[src/rtl/sram_queue_scheduler.sv]
// Command sequencer for the shared single-port SRAM holding NUM_QUEUES circular FIFO regions.
// Optional SRAM_SCHED_STATS_EN enables the accepted write/read command counters.
module sram_queue_scheduler #(
    parameter int unsigned NUM_QUEUES     = 4,
    parameter int unsigned QUEUE_ID_WIDTH = 2,
    parameter int unsigned MEM_ADDR_WIDTH = 19,
    parameter int unsigned BURST_LEN      = 8
) (
    input  logic                      clk,
    input  logic                      reset,
    input  logic                      cal_done,
    input  logic [NUM_QUEUES-1:0]     wr_req,
    input  logic [NUM_QUEUES-1:0]     rd_req,
    output logic [NUM_QUEUES-1:0]     wr_pop,
    output logic [NUM_QUEUES-1:0]     rd_issue,
    output logic                      mem_cmd_valid,
    input  logic                      mem_cmd_ready,
    output logic                      mem_cmd_we,
    output logic [MEM_ADDR_WIDTH-1:0] mem_cmd_addr,
    output logic [QUEUE_ID_WIDTH-1:0] mem_cmd_qid,
    output logic [NUM_QUEUES-1:0]     q_full,
    output logic [NUM_QUEUES-1:0]     q_empty,
    output logic [31:0]               wr_cmd_cnt,
    output logic [31:0]               rd_cmd_cnt
);

    localparam int unsigned QA = MEM_ADDR_WIDTH - QUEUE_ID_WIDTH;
    localparam int unsigned OW = QA + 1;
    localparam int unsigned BW = $clog2(BURST_LEN + 1);
    localparam logic [OW-1:0] REGION = {1'b1, {QA{1'b0}}};

    typedef enum logic [1:0] {S_IDLE, S_WRITE, S_READ} state_t;

    state_t              state;
    logic [BW-1:0]       burst;
    logic [QUEUE_ID_WIDTH-1:0] wr_rr, rd_rr;

    logic [QA-1:0] tail_q [NUM_QUEUES];
    logic [QA-1:0] head_q [NUM_QUEUES];
    logic [OW-1:0] occ_q  [NUM_QUEUES];
    logic [QA-1:0] tail_n [NUM_QUEUES];
    logic [QA-1:0] head_n [NUM_QUEUES];
    logic [OW-1:0] occ_n  [NUM_QUEUES];

    logic accept, wr_acc, rd_acc, can_load;
    logic [NUM_QUEUES-1:0] w_elig, r_elig;
    logic [QUEUE_ID_WIDTH-1:0] w_pick, r_pick;
    logic w_hit, r_hit;
    logic any_w, any_r, burst_done, sel_w, sel_r;

    // Reset in the same cycle as a handshake suppresses the acceptance.
    assign accept   = mem_cmd_valid & mem_cmd_ready & ~reset;
    assign wr_acc   = accept & mem_cmd_we;
    assign rd_acc   = accept & ~mem_cmd_we;
    assign can_load = ~mem_cmd_valid | accept;

    // Post-acceptance pointers/occupancy feed both the next load and the registers.
    always_comb begin
        for (int q = 0; q < int'(NUM_QUEUES); q++) begin
            tail_n[q] = tail_q[q];
            head_n[q] = head_q[q];
            occ_n[q]  = occ_q[q];
            if (wr_acc && mem_cmd_qid == QUEUE_ID_WIDTH'(q)) begin
                tail_n[q] = tail_q[q] + QA'(1);
                occ_n[q]  = occ_q[q] + OW'(1);
            end
            if (rd_acc && mem_cmd_qid == QUEUE_ID_WIDTH'(q)) begin
                head_n[q] = head_q[q] + QA'(1);
                occ_n[q]  = occ_q[q] - OW'(1);
            end
            w_elig[q] = cal_done & wr_req[q] & (occ_n[q] != REGION);
            r_elig[q] = cal_done & rd_req[q] & (occ_n[q] != '0);
        end
    end

    // Round-robin pick per class, searching upward from the class pointer.
    always_comb begin
        w_pick = wr_rr;
        r_pick = rd_rr;
        w_hit  = 1'b0;
        r_hit  = 1'b0;
        for (int i = 0; i < int'(NUM_QUEUES); i++) begin
            if (!w_hit && w_elig[wr_rr + QUEUE_ID_WIDTH'(i)]) begin
                w_hit  = 1'b1;
                w_pick = wr_rr + QUEUE_ID_WIDTH'(i);
            end
            if (!r_hit && r_elig[rd_rr + QUEUE_ID_WIDTH'(i)]) begin
                r_hit  = 1'b1;
                r_pick = rd_rr + QUEUE_ID_WIDTH'(i);
            end
        end
    end

    // Class choice: stay in the current class until its burst is spent and the other class wants a turn.
    always_comb begin
        any_w      = |w_elig;
        any_r      = |r_elig;
        burst_done = (burst >= BW'(BURST_LEN));
        sel_w      = 1'b0;
        sel_r      = 1'b0;
        unique case (state)
            S_WRITE: begin
                if (any_w && !(burst_done && any_r)) sel_w = 1'b1;
                else                                 sel_r = any_r;
            end
            S_READ: begin
                if (any_r && !(burst_done && any_w)) sel_r = 1'b1;
                else                                 sel_w = any_w;
            end
            default: begin
                sel_w = any_w;
                sel_r = ~any_w & any_r;
            end
        endcase
    end

    always_ff @(posedge clk) begin
        if (reset) begin
            state         <= S_IDLE;
            burst         <= '0;
            wr_rr         <= '0;
            rd_rr         <= '0;
            mem_cmd_valid <= 1'b0;
            mem_cmd_we    <= 1'b0;
            mem_cmd_addr  <= '0;
            mem_cmd_qid   <= '0;
            for (int q = 0; q < int'(NUM_QUEUES); q++) begin
                tail_q[q] <= '0;
                head_q[q] <= '0;
                occ_q[q]  <= '0;
            end
        end else begin
            for (int q = 0; q < int'(NUM_QUEUES); q++) begin
                tail_q[q] <= tail_n[q];
                head_q[q] <= head_n[q];
                occ_q[q]  <= occ_n[q];
            end
            if (can_load) begin
                if (sel_w) begin
                    state         <= S_WRITE;
                    burst         <= (state == S_WRITE && !burst_done) ? burst + BW'(1) : BW'(1);
                    wr_rr         <= w_pick + QUEUE_ID_WIDTH'(1);
                    mem_cmd_valid <= 1'b1;
                    mem_cmd_we    <= 1'b1;
                    mem_cmd_qid   <= w_pick;
                    mem_cmd_addr  <= {w_pick, tail_n[w_pick]};
                end else if (sel_r) begin
                    state         <= S_READ;
                    burst         <= (state == S_READ && !burst_done) ? burst + BW'(1) : BW'(1);
                    rd_rr         <= r_pick + QUEUE_ID_WIDTH'(1);
                    mem_cmd_valid <= 1'b1;
                    mem_cmd_we    <= 1'b0;
                    mem_cmd_qid   <= r_pick;
                    mem_cmd_addr  <= {r_pick, head_n[r_pick]};
                end else begin
                    state         <= S_IDLE;
                    burst         <= '0;
                    mem_cmd_valid <= 1'b0;
                end
            end
        end
    end

    always_comb begin
        wr_pop   = '0;
        rd_issue = '0;
        if (wr_acc) wr_pop[mem_cmd_qid]   = 1'b1;
        if (rd_acc) rd_issue[mem_cmd_qid] = 1'b1;
        for (int q = 0; q < int'(NUM_QUEUES); q++) begin
            q_full[q]  = (occ_q[q] == REGION);
            q_empty[q] = (occ_q[q] == '0);
        end
    end

`ifdef SRAM_SCHED_STATS_EN
    logic [31:0] wr_cnt_q, rd_cnt_q;

    always_ff @(posedge clk) begin
        if (reset) begin
            wr_cnt_q <= '0;
            rd_cnt_q <= '0;
        end else begin
            if (wr_acc) wr_cnt_q <= wr_cnt_q + 32'd1;
            if (rd_acc) rd_cnt_q <= rd_cnt_q + 32'd1;
        end
    end

    assign wr_cmd_cnt = wr_cnt_q;
    assign rd_cmd_cnt = rd_cnt_q;
`else
    assign wr_cmd_cnt = 32'd0;
    assign rd_cmd_cnt = 32'd0;
`endif

endmodule

[config.mk]
export PLATFORM = sky130hd
export DESIGN_NAME = sram_queue_scheduler
export DESIGN_NICKNAME = d
export VERILOG_FILES = /design/src/rtl/sram_queue_scheduler.sv
export SDC_FILE = /design/constraint.sdc
export NUM_CORES = 1
export LEC_CHECK = 0
export BUFFER_PORTS_ARGS = -buffer_cell sky130_fd_sc_hd__buf_2
export CAP_MARGIN = 20
export CORE_MARGIN = 2
export CORE_UTILIZATION = 25
export DETAILED_ROUTE_END_ITERATION = 8
export PLACE_DENSITY = 0.5
export REMOVE_ABC_BUFFERS = 1
export SLEW_MARGIN = 15
export SYNTH_ARGS = -nofsm -noshare
export SYNTH_HDL_FRONTEND = slang
export SYNTH_SLANG_ARGS = --single-unit
[constraint.sdc]
create_clock -name clk -period 7.3 [get_ports clk]
set_input_delay 0.73 -clock clk [delete_from_list [all_inputs] [get_ports clk]]
set_output_delay 0.73 -clock clk [all_outputs]
set_load 0.1 [all_outputs]
Word level (Yosys, flattened, before mapping) --
Memories as Yosys holds them, arrays and structs flattened. Index checks and enable logic that the tools add are counted.
Word-level totals: RAM bits 208, output and inout bits 103, memories kept 3, word-level logic and storage cells 237, bits of input ports 12, register bits 33
Operators by class: reduce and logical (&&, ||, !) cells 45, bitwise gates (word level) 41, equal/unequal tests 13, magnitude comparators 13, add/sub/neg operators 25, multiplexer cells 89
Memories:
- occ_q | depth 4, bits a word 18, rd ports 4, clocked after memory_dff 0, wr ports 4, line 40 | logic [OW-1:0] occ_q [NUM_QUEUES];
- head_q | depth 4, bits a word 17, rd ports 4, clocked after memory_dff 0, wr ports 4, line 39 | logic [QA-1:0] head_q [NUM_QUEUES];
- tail_q | depth 4, bits a word 17, rd ports 4, clocked after memory_dff 0, wr ports 4, line 38 | logic [QA-1:0] tail_q [NUM_QUEUES];
Operators by type and width (number):
- two-way mux 17 bit | 20
- two-way mux 18 bit | 12
- adder 17 x 1 -> 17 bit (second input constant) | 8
- adder 18 x 1 -> 18 bit (second input constant) | 4
- equality test 18 bit (second input constant) | 4
- logical NOT 18 bit | 4
- inequality test 18 bit (second input constant) | 4
- nonzero test 18 bit | 4
- subtractor 18 x 1 -> 18 bit (second input constant) | 4
- binary-select mux 17 bit (select 2 bit) | 2
- two-way mux 19 bit | 2
- less-than comparator 2 x 3 -> 1 bit (second input constant) | 9
- two-way mux 1 bit | 26
- two-way mux 4 bit | 6
- bitwise AND 1 bit | 21
- logical AND 1 bit | 21
- two-way mux 2 bit | 10
- binary-select mux 1 bit (select 2 bit) | 8
- bitwise OR 1 bit | 13
- logical NOT 1 bit | 9
- adder 2 x 1 -> 2 bit (second input constant) | 4
- adder 2 bit (second input constant) | 4
- OR reduction 4 bit | 2
- equality test 2 bit (second input constant) | 3
- 13 further kinds | 22

Depth between registers and ports, before layout --
Gate-level depths: netlist (run 1).
depth in word-level cells 26, gate-level depth with buffers 19, mapped depth without buffers 14

Least setup slack after synthesis (run 1) --
No wires, ideal clock.
path type register -> register, start point reg mem_cmd_valid, end point reg mem_cmd_addr[0], buffers on the path 4, data required time 7.178 ns, clock period less this slack 5.697 ns, arrival 5.576 ns, setup slack 1.603 ns, library setup time 0.122 ns, stages on the path, launching flop included 17, cell sequence dfxtp_1 buf_2 nand4bb_1 clkbuf_1 nor2_1 and3b_1 a21oi_1 nor2_1 xnor2_1 a21o_1 o21ai_0 a311oi_2 buf_6 buf_12 mux2i_1 mux2_2 a221o_1
Between the ends: cells in the longest elaborated chain, start to end 26, elaborated cells on any way between the ends 114, those cells by class 4 x eq/ne; 58 x mux; 18 x bitwise; 34 x reduce/logical
RTL lines:
- start, declared | line 16 | output logic mem_cmd_valid,
- start signal, assigned | line 123 | mem_cmd_valid <= 1'b0;
- start signal, assigned | line 143 | mem_cmd_valid <= 1'b1;
- start signal, assigned | line 151 | mem_cmd_valid <= 1'b1;
- bitwise AND 1 bit (2 in a row) | line 52 | assign accept = mem_cmd_valid & mem_cmd_ready & ~reset;
- bitwise AND 1 bit | line 53 | assign wr_acc = accept & mem_cmd_we;
- logical AND 1 bit | line 63 | if (wr_acc && mem_cmd_qid == QUEUE_ID_WIDTH'(q)) begin
- two-way mux 18 bit | line 63
- two-way mux 18 bit | line 67 | if (rd_acc && mem_cmd_qid == QUEUE_ID_WIDTH'(q)) begin
- nonzero test 18 bit | line 72 | r_elig[q] = cal_done & rd_req[q] & (occ_n[q] != '0);
- bitwise AND 1 bit | line 72
- binary-select mux 1 bit (select 2 bit) | line 87 | if (!r_hit && r_elig[rd_rr + QUEUE_ID_WIDTH'(i)]) begin
- [... 8 more ...]
- logical NOT 1 bit | line 87
- logical AND 1 bit | line 87
- two-way mux 2 bit | line 87
- NOT 2 -> 3 bit (implied by the code) | line 154 | mem_cmd_addr <= {r_pick, head_n[r_pick]};
- binary-select mux 17 bit (select 2 bit) | line 154
- two-way mux 17 bit (implied by the code) (2 in a row) | line 154
- two-way mux 19 bit | line 147 | end else if (sel_r) begin
- two-way mux 19 bit | line 139 | if (sel_w) begin
- end signal, assigned | line 146 | mem_cmd_addr <= {w_pick, tail_n[w_pick]};
- end signal, assigned | line 154
- end, declared | line 19 | output logic [MEM_ADDR_WIDTH-1:0] mem_cmd_addr,
Several ways; a longest one is shown, not always the timed one. The select of a mux whose other input is x is not followed. A chain may end at the register's enable or synchronous reset.

Worst setup path after layout (run 1) --
start point reg mem_cmd_we, end point reg mem_cmd_addr[2]
Between the ends: cells in the longest elaborated chain, start to end 24, elaborated cells on any way between the ends 111, those cells by class 4 x eq/ne; 58 x mux; 15 x bitwise; 34 x reduce/logical
RTL lines:
- start, declared | line 18 | output logic mem_cmd_we,
- start signal, assigned | line 124 | mem_cmd_we <= 1'b0;
- start signal, assigned | line 144 | mem_cmd_we <= 1'b1;
- start signal, assigned | line 152 | mem_cmd_we <= 1'b0;
- bitwise AND 1 bit or NOT 1 bit (tied branches) | line 53, 54
- logical AND 1 bit or bitwise AND 1 bit (tied branches) | line 63, 54
- two-way mux 18 bit or logical AND 1 bit (tied branches) | line 63, 67
- two-way mux 18 bit | line 67
- nonzero test 18 bit | line 72
- bitwise AND 1 bit | line 72
- binary-select mux 1 bit (select 2 bit) | line 87
- two-way mux 1 bit (implied by the code) | line 87
- [... 7 more ...]
- logical NOT 1 bit | line 87
- logical AND 1 bit | line 87
- two-way mux 2 bit | line 87
- NOT 2 -> 3 bit (implied by the code) | line 154
- binary-select mux 17 bit (select 2 bit) | line 154
- two-way mux 17 bit (implied by the code) (2 in a row) | line 154
- two-way mux 19 bit | line 147
- two-way mux 19 bit | line 139
Several ways; a longest one is shown, not always the timed one. The select of a mux whose other input is x is not followed.

==> impl.org, run 1 <==
** Timing
- Time the worst path needs with I/O delays and setup :: 5840 ps
- Count of final max-slew check failures :: 0
- Tightest hold margin :: 484 ps
- Max Clock Freq :: 171 MHz
- Setup-failing EPs final :: 0
- Setup repair after global routing left no endpoint under its margin.
- Headroom to the max-slew limit came out at 30.6%.
- The final-report hold violation count came to 0.
- Dividing the final minimum period by the clock period gives 80.0%.
- Max Clock Skew :: 16.6 ps
- Worst-margin pin slew :: 1040 ps

** GRT
- Initial antenna violation count :: 0
- Layer carrying the most global-route usage :: met2
- For met1 alone, demand over resource in global routing was 18.0%.
- Global-route wire length before repair :: 66000 um
- Global-route track usage on met2 :: 21.8%
- Entering global routing, the biggest net connects 85 pins.
- Total global-route track usage :: 13.4%
- The number of global-route vias before repair came to 12.0k.
- Grt total ovfl :: 0
- Grt met3 use :: 1.69%

** Detailed routing
- The first detailed-routing pass took 5 iterations.
- DRC Markers :: 0
- The detailed router placed 12.7k vias in this run.
- Summed over all layers, the routed wires come to 41300 um.
- In this run the remaining antenna-violating nets after routing total 0.
- The first routing iteration left 896 violations.
- After detailed routing, the number of vias per cell comes to 4.97.
- Drt wl/cell :: 16.2 um

** Die
- After floorplanning, the core was sized to cover 57700 um^2.
- The floorplan step defined a die boundary enclosing 60400 um^2.
- The die is 246 um wide.
- For this configuration, the core starts out at a cell density of 25.3%.
- Row generation in the floorplan step produced 88 rows.
- Y dimension of the die :: 246 um
- 115 I/O pins were placed.

** Logic synthesis
- Synthesis inferred 239 register bits.
- Fraction of synthesis flops using an asynchronous set or reset pin :: 0%
- Part of the Yosys area used for sequential elements :: 32.8%
- Yosys mapped the design onto 97 distinct sky130hd cell types.
- Post-synthesis average cell area :: 8.20 um^2
- The mapped netlist covers 14600 um^2.
- The most used flip-flop cell after synthesis is sky130_fd_sc_hd__dfxtp_1.
- Post-synth EDFFs :: 0
- Synth warn :: 0
- Gate count after technology mapping :: 1782

** Cells and area
- Antenna cell count :: 0
- The area growth from synthesis to layout is 10.0%.
- The post-route netlist has 9.57% of its cells at a drive strength greater than 1.
- Final Net Count :: 1802
- The layout has 6228 filler cells.

** Setup path
- Of all nets on the critical path, the largest fanout is 35.
- Data arrives at the worst endpoint at 6260 ps.
- STA classifies the critical path startpoint as a flop.
- Kind of critical path :: reg2reg
- The worst setup path is captured at a flop.
- Critical Path RT :: 7730 ps

** CTS
- Count of H-tree levels built during CTS :: 1
- Longest Clk Path Bufs :: 3
- Clock latency on the worst-skew pair, taken at its later pin, is 570 ps.
- Buffers inserted during clock tree synthesis total 28.
- Post-cts repair resize count :: 0
- Clock Root Buffer :: sky130_fd_sc_hd__clkbuf_16
- Clock tree synthesis found a total of 239 sinks.
- Buffers inserted during post-CTS setup optimization :: 0
- Clock tree from TritonCTS :: done
- Clock-pin slew was measured on the worst setup and hold paths at 60 ps.
- CTS hold repair buffers :: 0

** Placement
- HPWL reported at the end of detailed placement :: 30200 um
- In this run the tool buffered the top-level ports with 50 buffer cells.
- Placer's final routability congestion estimate :: 0.874

** Run status
- The run finished with clean final reports.

** Pwr
- Worst voltage drop across the vdd grid :: 0.000254 V
- Total power divided by cell area :: 284 nW/um^2
- After layout, the design draws a total of 4560 uW.
- Summed over all cells, the static leakage comes to 0.00583 uW.

** Flow run
- Max-capacitance violation count :: 0

** Worst hold path
- Hold crit path type :: reg2reg
-- power breakdown --
part	internal (uW)	total (uW)	switching (uW)
combinational	458	1690	1240
sequential	1370	1500	138
clock	799	1370	567
total	2620	4560	1940
-- per-layer routing --
metal	vias up	wire length, um
met5	-	0
met1	6037	19100
met2	336	18900
li1	6221	-
met3	81	1940
met4	0	1460
-- critical path, stage by stage (launching register included) --
cell and delay [ps]:
sky130_fd_sc_hd__dfxtp_2 840, sky130_fd_sc_hd__nand4_1 290, sky130_fd_sc_hd__nor4_1 690, sky130_fd_sc_hd__a32o_1 290, sky130_fd_sc_hd__xnor2_1 150, sky130_fd_sc_hd__nand4_1 140, sky130_fd_sc_hd__nor4b_2 700, sky130_fd_sc_hd__a21oi_1 400
sky130_fd_sc_hd__o311a_1 700, sky130_fd_sc_hd__nor3_2 870, sky130_fd_sc_hd__a211oi_1 180, sky130_fd_sc_hd__o21ai_0 290, sky130_fd_sc_hd__o211ai_1 130
-- synth_stat cells (15+ instances only) --
master                     count  area [um^2]
sky130_fd_sc_hd__and3_1       34          213
sky130_fd_sc_hd__inv_1        31          116
sky130_fd_sc_hd__buf_2        19         95.1
sky130_fd_sc_hd__dfxtp_1     239         4780
sky130_fd_sc_hd__nand3_1      73          365
sky130_fd_sc_hd__nand4_1      68          425
sky130_fd_sc_hd__nor2_1      289         1080
sky130_fd_sc_hd__o21ai_0      34          170
sky130_fd_sc_hd__xor2_1      118         1030
sky130_fd_sc_hd__nor4_1       42          263
sky130_fd_sc_hd__a211oi_1     17          128
sky130_fd_sc_hd__and2_1       18          113
sky130_fd_sc_hd__nand2_1     110          413
sky130_fd_sc_hd__xnor2_1      85          744
sky130_fd_sc_hd__mux2i_1      52          521
sky130_fd_sc_hd__nor3_1       43          215
sky130_fd_sc_hd__ha_1         20          250
sky130_fd_sc_hd__mux2_2       15          169
sky130_fd_sc_hd__buf_4        67          503
sky130_fd_sc_hd__a31oi_1      21          131
sky130_fd_sc_hd__clkbuf_1     69          259
sky130_fd_sc_hd__a21oi_1      39          195
-- metrics by stage --
step / worst slack [ps] / instances / instance area, um^2 / setup TNS [ps] / utilization, %
after floorplan: -1660 / 1675 / 13800 / -29730 / -
after global placement: 1180 / 2504 / 15200 / 0 / 26.3
after detailed placement: 1210 / 2505 / 15200 / 0 / 26.3
after CTS: 1520 / 2551 / 16100 / 0 / 27.8
after global routing: 1040 / 2551 / 16100 / 0 / 27.8
final: 1460 / 2551 / 16100 / 0 / 27.8
-- kinds of logic after synthesis --
family                     Yosys count  share of synthesized area, %
AOI/OAI and AO/OA                  260                          13.4
xor gates and xnor gates           203                          12.2
adders and majority gates           20                          1.71
buffers and inverters              202                          7.64
DFF                                239                          32.8
muxes                               67                          4.72
other                                1                        0.0257
and+or+nand+nor                    790                          27.6
-- area by class of cell --
cell class	count	area, um^2	area share [%]
clock buffers	38	768	4.78
repair buffers	65	369	2.30
inverters	32	120	0.748
flip-flops and latches	239	4790	29.8
clock inverters	8	101	0.631
multi-input cells	1404	8960	55.8
well taps	765	957	5.96
-- sequential cells by signal, indices dropped and copies added, names as in the netlist, 2 cells and up --
| signal | flops |
|---|---|
| wr_rr | 2 |
| state | 2 |
| mem_cmd_addr | 19 |
| head_q | 68 |
| rd_rr | 2 |
| occ_q | 72 |
| tail_q | 68 |
| burst | 4 |
-- path summary, 6_finish.rpt --
kind	from	depth (start not counted)	slack [ps]	endpoint
max	mem_cmd_we	12	1460	mem_cmd_addr[2]
min	state[1]	2	480	state[1]
max reg2reg	mem_cmd_we	12	1460	mem_cmd_addr[2]
min reg2reg	state[1]	2	480	state[1]
-- layout by cell type, fill, tap and decap left out, drive strengths merged, types with 15 or more instances in the layout --
cell type / instances
buf: 65
and3: 34
o21ai: 38
and2: 18
conb: 64
nand2: 110
nand3: 73
inv: 32
ha: 20
a21oi: 49
clkbuf: 38
nor3: 45
nor2: 291
a31oi: 21
nor4: 43
xor2: 118
mux2: 15
or4: 16
xnor2: 85
a211oi: 18
nand4: 71
dfxtp: 239
mux2i: 52
(Power assumes the default switching activity.)
==> inputs of run 2 (changes only) <==
- ABC_AREA: not set -> 1
- clock period: 7.3 -> 5.7 ns (I/O delays scaled with it)
==> run 2 against run 1 <==
Against the previous run: sequential cell count is the same; critical path depth grew 13; power grew 53%; highest routed layer unchanged.
==> impl.org, run 2 <==
** Timing
- The share of the clock period used by the worst path came to 86.2% (was 80.0%).
- The setup violation total in the final timing report came to 0 (unchanged).
- Max Clock Freq :: 203 MHz (was 171 MHz)
- The final-report hold violation count was 0 (unchanged).
- The final count of pins violating max slew was 0 (unchanged).
- The slack of the critical path was 784 ps (was 1460 ps).
- Time the worst path needs with I/O delays and setup :: 4920 ps (was 5840 ps)
- The transition time of the tightest slew-check pin was 943 ps (was 1040 ps).
- The relative slew slack was 37.1% (was 30.6%).
- Max Clock Skew :: 8.07 ps (was 16.6 ps)
- Unrepaired setup endpoints after global routing :: false (unchanged)

** Logic synthesis
- The number of synthesis warnings came to 0 (unchanged).
- The sequential-to-total area share from yosys stat is 29.0% (was 32.8%).
- Post-Syn Area :: 16500 um^2 (was 14600 um^2)
- Most area-consuming cells after synthesis: sky130_fd_sc_hd__dfxtp_1, sky130_fd_sc_hd__nand2_1, sky130_fd_sc_hd__nor2_1 (was sky130_fd_sc_hd__dfxtp_1, sky130_fd_sc_hd__nor2_1, sky130_fd_sc_hd__xor2_1).
- Synth top area share :: 29.0% (was 32.8%)
- Most common library cells after synthesis: sky130_fd_sc_hd__nand2_1, sky130_fd_sc_hd__nor2_1, sky130_fd_sc_hd__inv_1 (was sky130_fd_sc_hd__nor2_1, sky130_fd_sc_hd__dfxtp_1, sky130_fd_sc_hd__xor2_1).
- The number of storage elements in the synthesis netlist was 239 (unchanged).
- The mean area per synthesized cell is 6.15 um^2 (was 8.20 um^2).
- Fraction of synthesis flops using an asynchronous set or reset pin :: 0% (unchanged)
- The number of enable-type register cells in the synthesized netlist was 0 (unchanged).
- The cell count after synthesis is 2686 (was 1782).
- Largest area contributor in the netlist :: sky130_fd_sc_hd__dfxtp_1 (unchanged)
- The count of different cell masters after synthesis is 54 (was 97).
- The most frequent cell after synthesis was sky130_fd_sc_hd__nand2_1 (was sky130_fd_sc_hd__nor2_1).
- Dominant synthesized flop cell :: sky130_fd_sc_hd__dfxtp_1 (unchanged)

** Setup path
- The slack of the worst reg-to-reg path is 780 ps (was 1460 ps).
- The capture point of the worst reg-to-reg path is mem_cmd_addr[0] (was mem_cmd_addr[2]).
- The source of the worst register-to-register timing path is mem_cmd_addr[17] (was mem_cmd_we).
- Crit start category :: flop (unchanged)
- The kind of end point of the critical path is a flop (unchanged).
- Arrival @ worst endpoint :: 5400 ps (was 6260 ps)
- Number of cells traversed by the worst register-to-register path :: 25 (was 12)
- Biggest fanout along the worst timing path :: 44 (was 35)
- The slowest library cell on the worst path is sky130_fd_sc_hd__dfxtp_1 (was sky130_fd_sc_hd__nor3_2).
- Critical Path RT :: 6180 ps (was 7730 ps)
- Dominant delay contributor by cell family on the critical path :: simple AND/OR/NAND/NOR gates (unchanged)
- The kind of critical path was reg2reg (unchanged).
- CP max stage delay :: 590 ps (was 870 ps)
- The buffering stage count on the worst path with inverters included was 3 (was 0).
- The source of the critical timing path is mem_cmd_addr[17] (was mem_cmd_we).
- CP dominant cell by count :: sky130_fd_sc_hd__nand2_1 (was sky130_fd_sc_hd__nand4_1)

** CTS
- CTS hold repair buffers :: 0 (unchanged)
- Clock transition time at the flip-flop clock pins of the worst setup and hold paths :: 60 ps (about the same)
- Post-cts repair resize count :: 0 (unchanged)
- Clock Root Buffer :: sky130_fd_sc_hd__clkbuf_16 (unchanged)
- The number of buffers inserted by post-CTS setup repair was 0 (unchanged).
- Later-pin clock latency in the skew report :: 580 ps (was 570 ps)
- Number of clock sinks :: 239 (unchanged)
- The CTS tree is done (unchanged).
- The maximum level of the CTS H-tree was 1 (unchanged).
- The number of clock buffers inserted by TritonCTS is 31 (was 28).
- The maximum buffer depth of the clock tree is 3 (unchanged).

** Pwr
- The leakage power total is 0.00854 uW (was 0.00583 uW).
- The total power consumption of the routed design was 6980 uW (was 4560 uW).
- Total power divided by cell area :: 380 nW/um^2 (was 284 nW/um^2)
- The peak supply drop was 0.000255 V (was 0.000254 V).

** Detailed routing
- The antenna violation net count after detailed routing was 0 (unchanged).
- Final routed wirelength across all metal layers :: 47200 um (was 41300 um)
- First drt pass iteration count :: 6 (was 5)
- Via count :: 15.8k (was 12.7k)
- Starting DRC count in detailed routing :: 1002 (was 896)
- Avg Vias per Cell :: 4.41 (was 4.97)
- The average routed wire per standard cell came to 13.2 um (was 16.2 um).
- DRC Markers :: 0 (unchanged)

** Cells and area
- Final standard cell utilization of the core :: 28.0% (was 27.8%)
- The net total in the final layout is 2734 (was 1802).
- The share of layout cells above drive strength 1 is 7.12% (was 9.57%).
- Leading cell type in the layout, fill and taps excluded :: sky130_fd_sc_hd__nand2_1 (was sky130_fd_sc_hd__nor2_1)
- The number of filler cells placed in the layout came to 7458 (was 6228).
- Area added between synthesis and finish :: 11.1% (was 10.0%)
- Register with the most flip-flops :: occ_q (unchanged)
- Commonest cells after routing, fill and taps aside :: sky130_fd_sc_hd__nand2_1, sky130_fd_sc_hd__nor2_1, sky130_fd_sc_hd__inv_1 (was sky130_fd_sc_hd__nor2_1, sky130_fd_sc_hd__dfxtp_1, sky130_fd_sc_hd__xor2_1)
- Antenna cell count :: 0 (unchanged)
- Flip-flop count of the largest register after layout :: 72 (unchanged)
- Layout Cell Area excl Fill :: 18300 um^2 (was 16100 um^2)
- Largest registers: occ_q: 72 flops, head_q: 68 flops, tail_q: 68 flops (unchanged).

** Die
- I/O pin cnt :: 115 (unchanged)
- The overall die width is 261 um (was 246 um).
- The starting utilization of the core area came to 25.2% (was 25.3%).
- Die Outline Area :: 68100 um^2 (was 60400 um^2)
- The number of standard-cell rows in the floorplan was 94 (was 88).
- Floorplan core area :: 65600 um^2 (was 57700 um^2)
- Y dimension of the die :: 261 um (was 246 um)

** GRT
- Maximum number of pins on one net before global-route repair :: 85 (unchanged)
- The combined global-route utilization of all metal layers is 13.7% (was 13.4%).
- The number of global-route vias before repair was 14.7k (was 12.0k).
- The overflow left after global routing was 0 (unchanged).
- Initial antenna violation count :: 2 (was 0)
- The wire length of the first global-routing pass is 76500 um (was 66000 um).

** Run status
- Run status :: completed (unchanged)

** Placement
- The count of input and output buffers was 50 (unchanged).
- Placer's final routability congestion estimate :: 0.823 (was 0.874)
- The post-detailed-placement cell area was 17300 um^2 (was 15200 um^2).
- Pre-CTS WS :: 617 ps (was 1210 ps)
- The sum of net half-perimeters after detailed placement is 35700 um (was 30200 um).

** Worst hold path
- Worst Hold Depth :: 2 (unchanged)
- Hold crit path type :: in2reg (was reg2reg)
- The sink of the worst hold path was occ_q[0][56] (was state[1]).
- Start point of the worst min-delay path :: reset (was state[1])

** Flow run
- The number of max-cap violations is 0 (unchanged).
[run 2: worst reg2reg max path, cell delays in order (launching register included)]
cell                      delay, ps
sky130_fd_sc_hd__dfxtp_1        590
sky130_fd_sc_hd__inv_1          160
sky130_fd_sc_hd__nor2_1         260
sky130_fd_sc_hd__nand2_2        160
sky130_fd_sc_hd__nor2_4         540
sky130_fd_sc_hd__nand2_1        230
sky130_fd_sc_hd__nand2_1        110
sky130_fd_sc_hd__nand2_1         50
sky130_fd_sc_hd__nand2_1         70
sky130_fd_sc_hd__nand3_1         70
sky130_fd_sc_hd__nor2_1         180
sky130_fd_sc_hd__nand4_1        290
sky130_fd_sc_hd__nand3_1        190
sky130_fd_sc_hd__nand2_1         60
sky130_fd_sc_hd__nand2_1         70
sky130_fd_sc_hd__nand2_1         90
sky130_fd_sc_hd__nor2_2         220
sky130_fd_sc_hd__nand3_4        310
sky130_fd_sc_hd__nand2_4        490
sky130_fd_sc_hd__inv_1          240
sky130_fd_sc_hd__nand2_1        110
sky130_fd_sc_hd__nand3_1         70
sky130_fd_sc_hd__nand3_1         80
sky130_fd_sc_hd__nand3_1         70
sky130_fd_sc_hd__nand2_1         80
sky130_fd_sc_hd__inv_1           30
[run 2: area by class of cell]
cell class | count | area (um^2) | share of cell area [%]
Sequential cell | 239 | 4790 | 26.1
Clock buffer | 41 | 873 | 4.76
Inverter | 337 | 1270 | 6.90
Multi-Input combinational cell | 2022 | 9710 | 52.9
Tap cell | 864 | 1080 | 5.89
Clock inverter | 16 | 215 | 1.17
Timing Repair Buffer | 71 | 414 | 2.26
[run 2: worst max-delay path by stage]
stage / endpoint / slack [ps] / cells past startpoint
global route: mem_cmd_addr[7] / 210 / 25
finish: mem_cmd_addr[0] / 780 / 25
detailed placement: mem_cmd_addr[0] / 620 / 26
global placement: mem_cmd_addr[7] / 750 / 26
CTS: mem_cmd_addr[0] / 710 / 25
floorplan: mem_cmd_addr[0] / -770 / 23
[run 2: kinds of logic after synthesis]
group / Yosys count / share of synthesized area, %
XOR/XNOR: 136 / 7.21
AO/OA/AOI/OAI: 151 / 5.13
other: 1 / 0.0227
buffers and inverters: 488 / 13.7
multiplexers: 3 / 0.182
adder cells (fa/ha/maj): 20 / 1.52
flip-flops: 239 / 29.0
AND/OR/NAND/NOR: 1648 / 43.3
[run 2: stage by stage]
step | cells | TNS, ps | hold slack [ps]
2_1_floorplan | 2598 | -17820 | 456
3_3_place_gp | 3533 | 0 | 479
3_5_place_dp | 3533 | 0 | 487
4_1_cts | 3590 | 0 | 289
5_1_grt | 3590 | 0 | 308
6_report | 3590 | 0 | 318
[run 2: per-layer routing]
| metal | global-route usage [%] | share of wire [%] | vias up |
|---|---|---|---|
| li1 | - | - | 8354 |
| met1 | 18.8 | 49 | 7149 |
| met2 | 23.0 | 46 | 249 |
| met3 | 1.41 | 3.5 | 62 |
| met4 | 3.72 | 2.3 | 0 |
| met5 | 0 | 0 | - |
[run 2: where the power goes]
part	internal, uW	switching (uW)	leakage (uW)	total (uW)
clock	1300	802	0.000541	2100
sequential	1780	148	0.00193	1930
combinational	636	2320	0.00607	2950
total	3710	3270	0.00854	6980
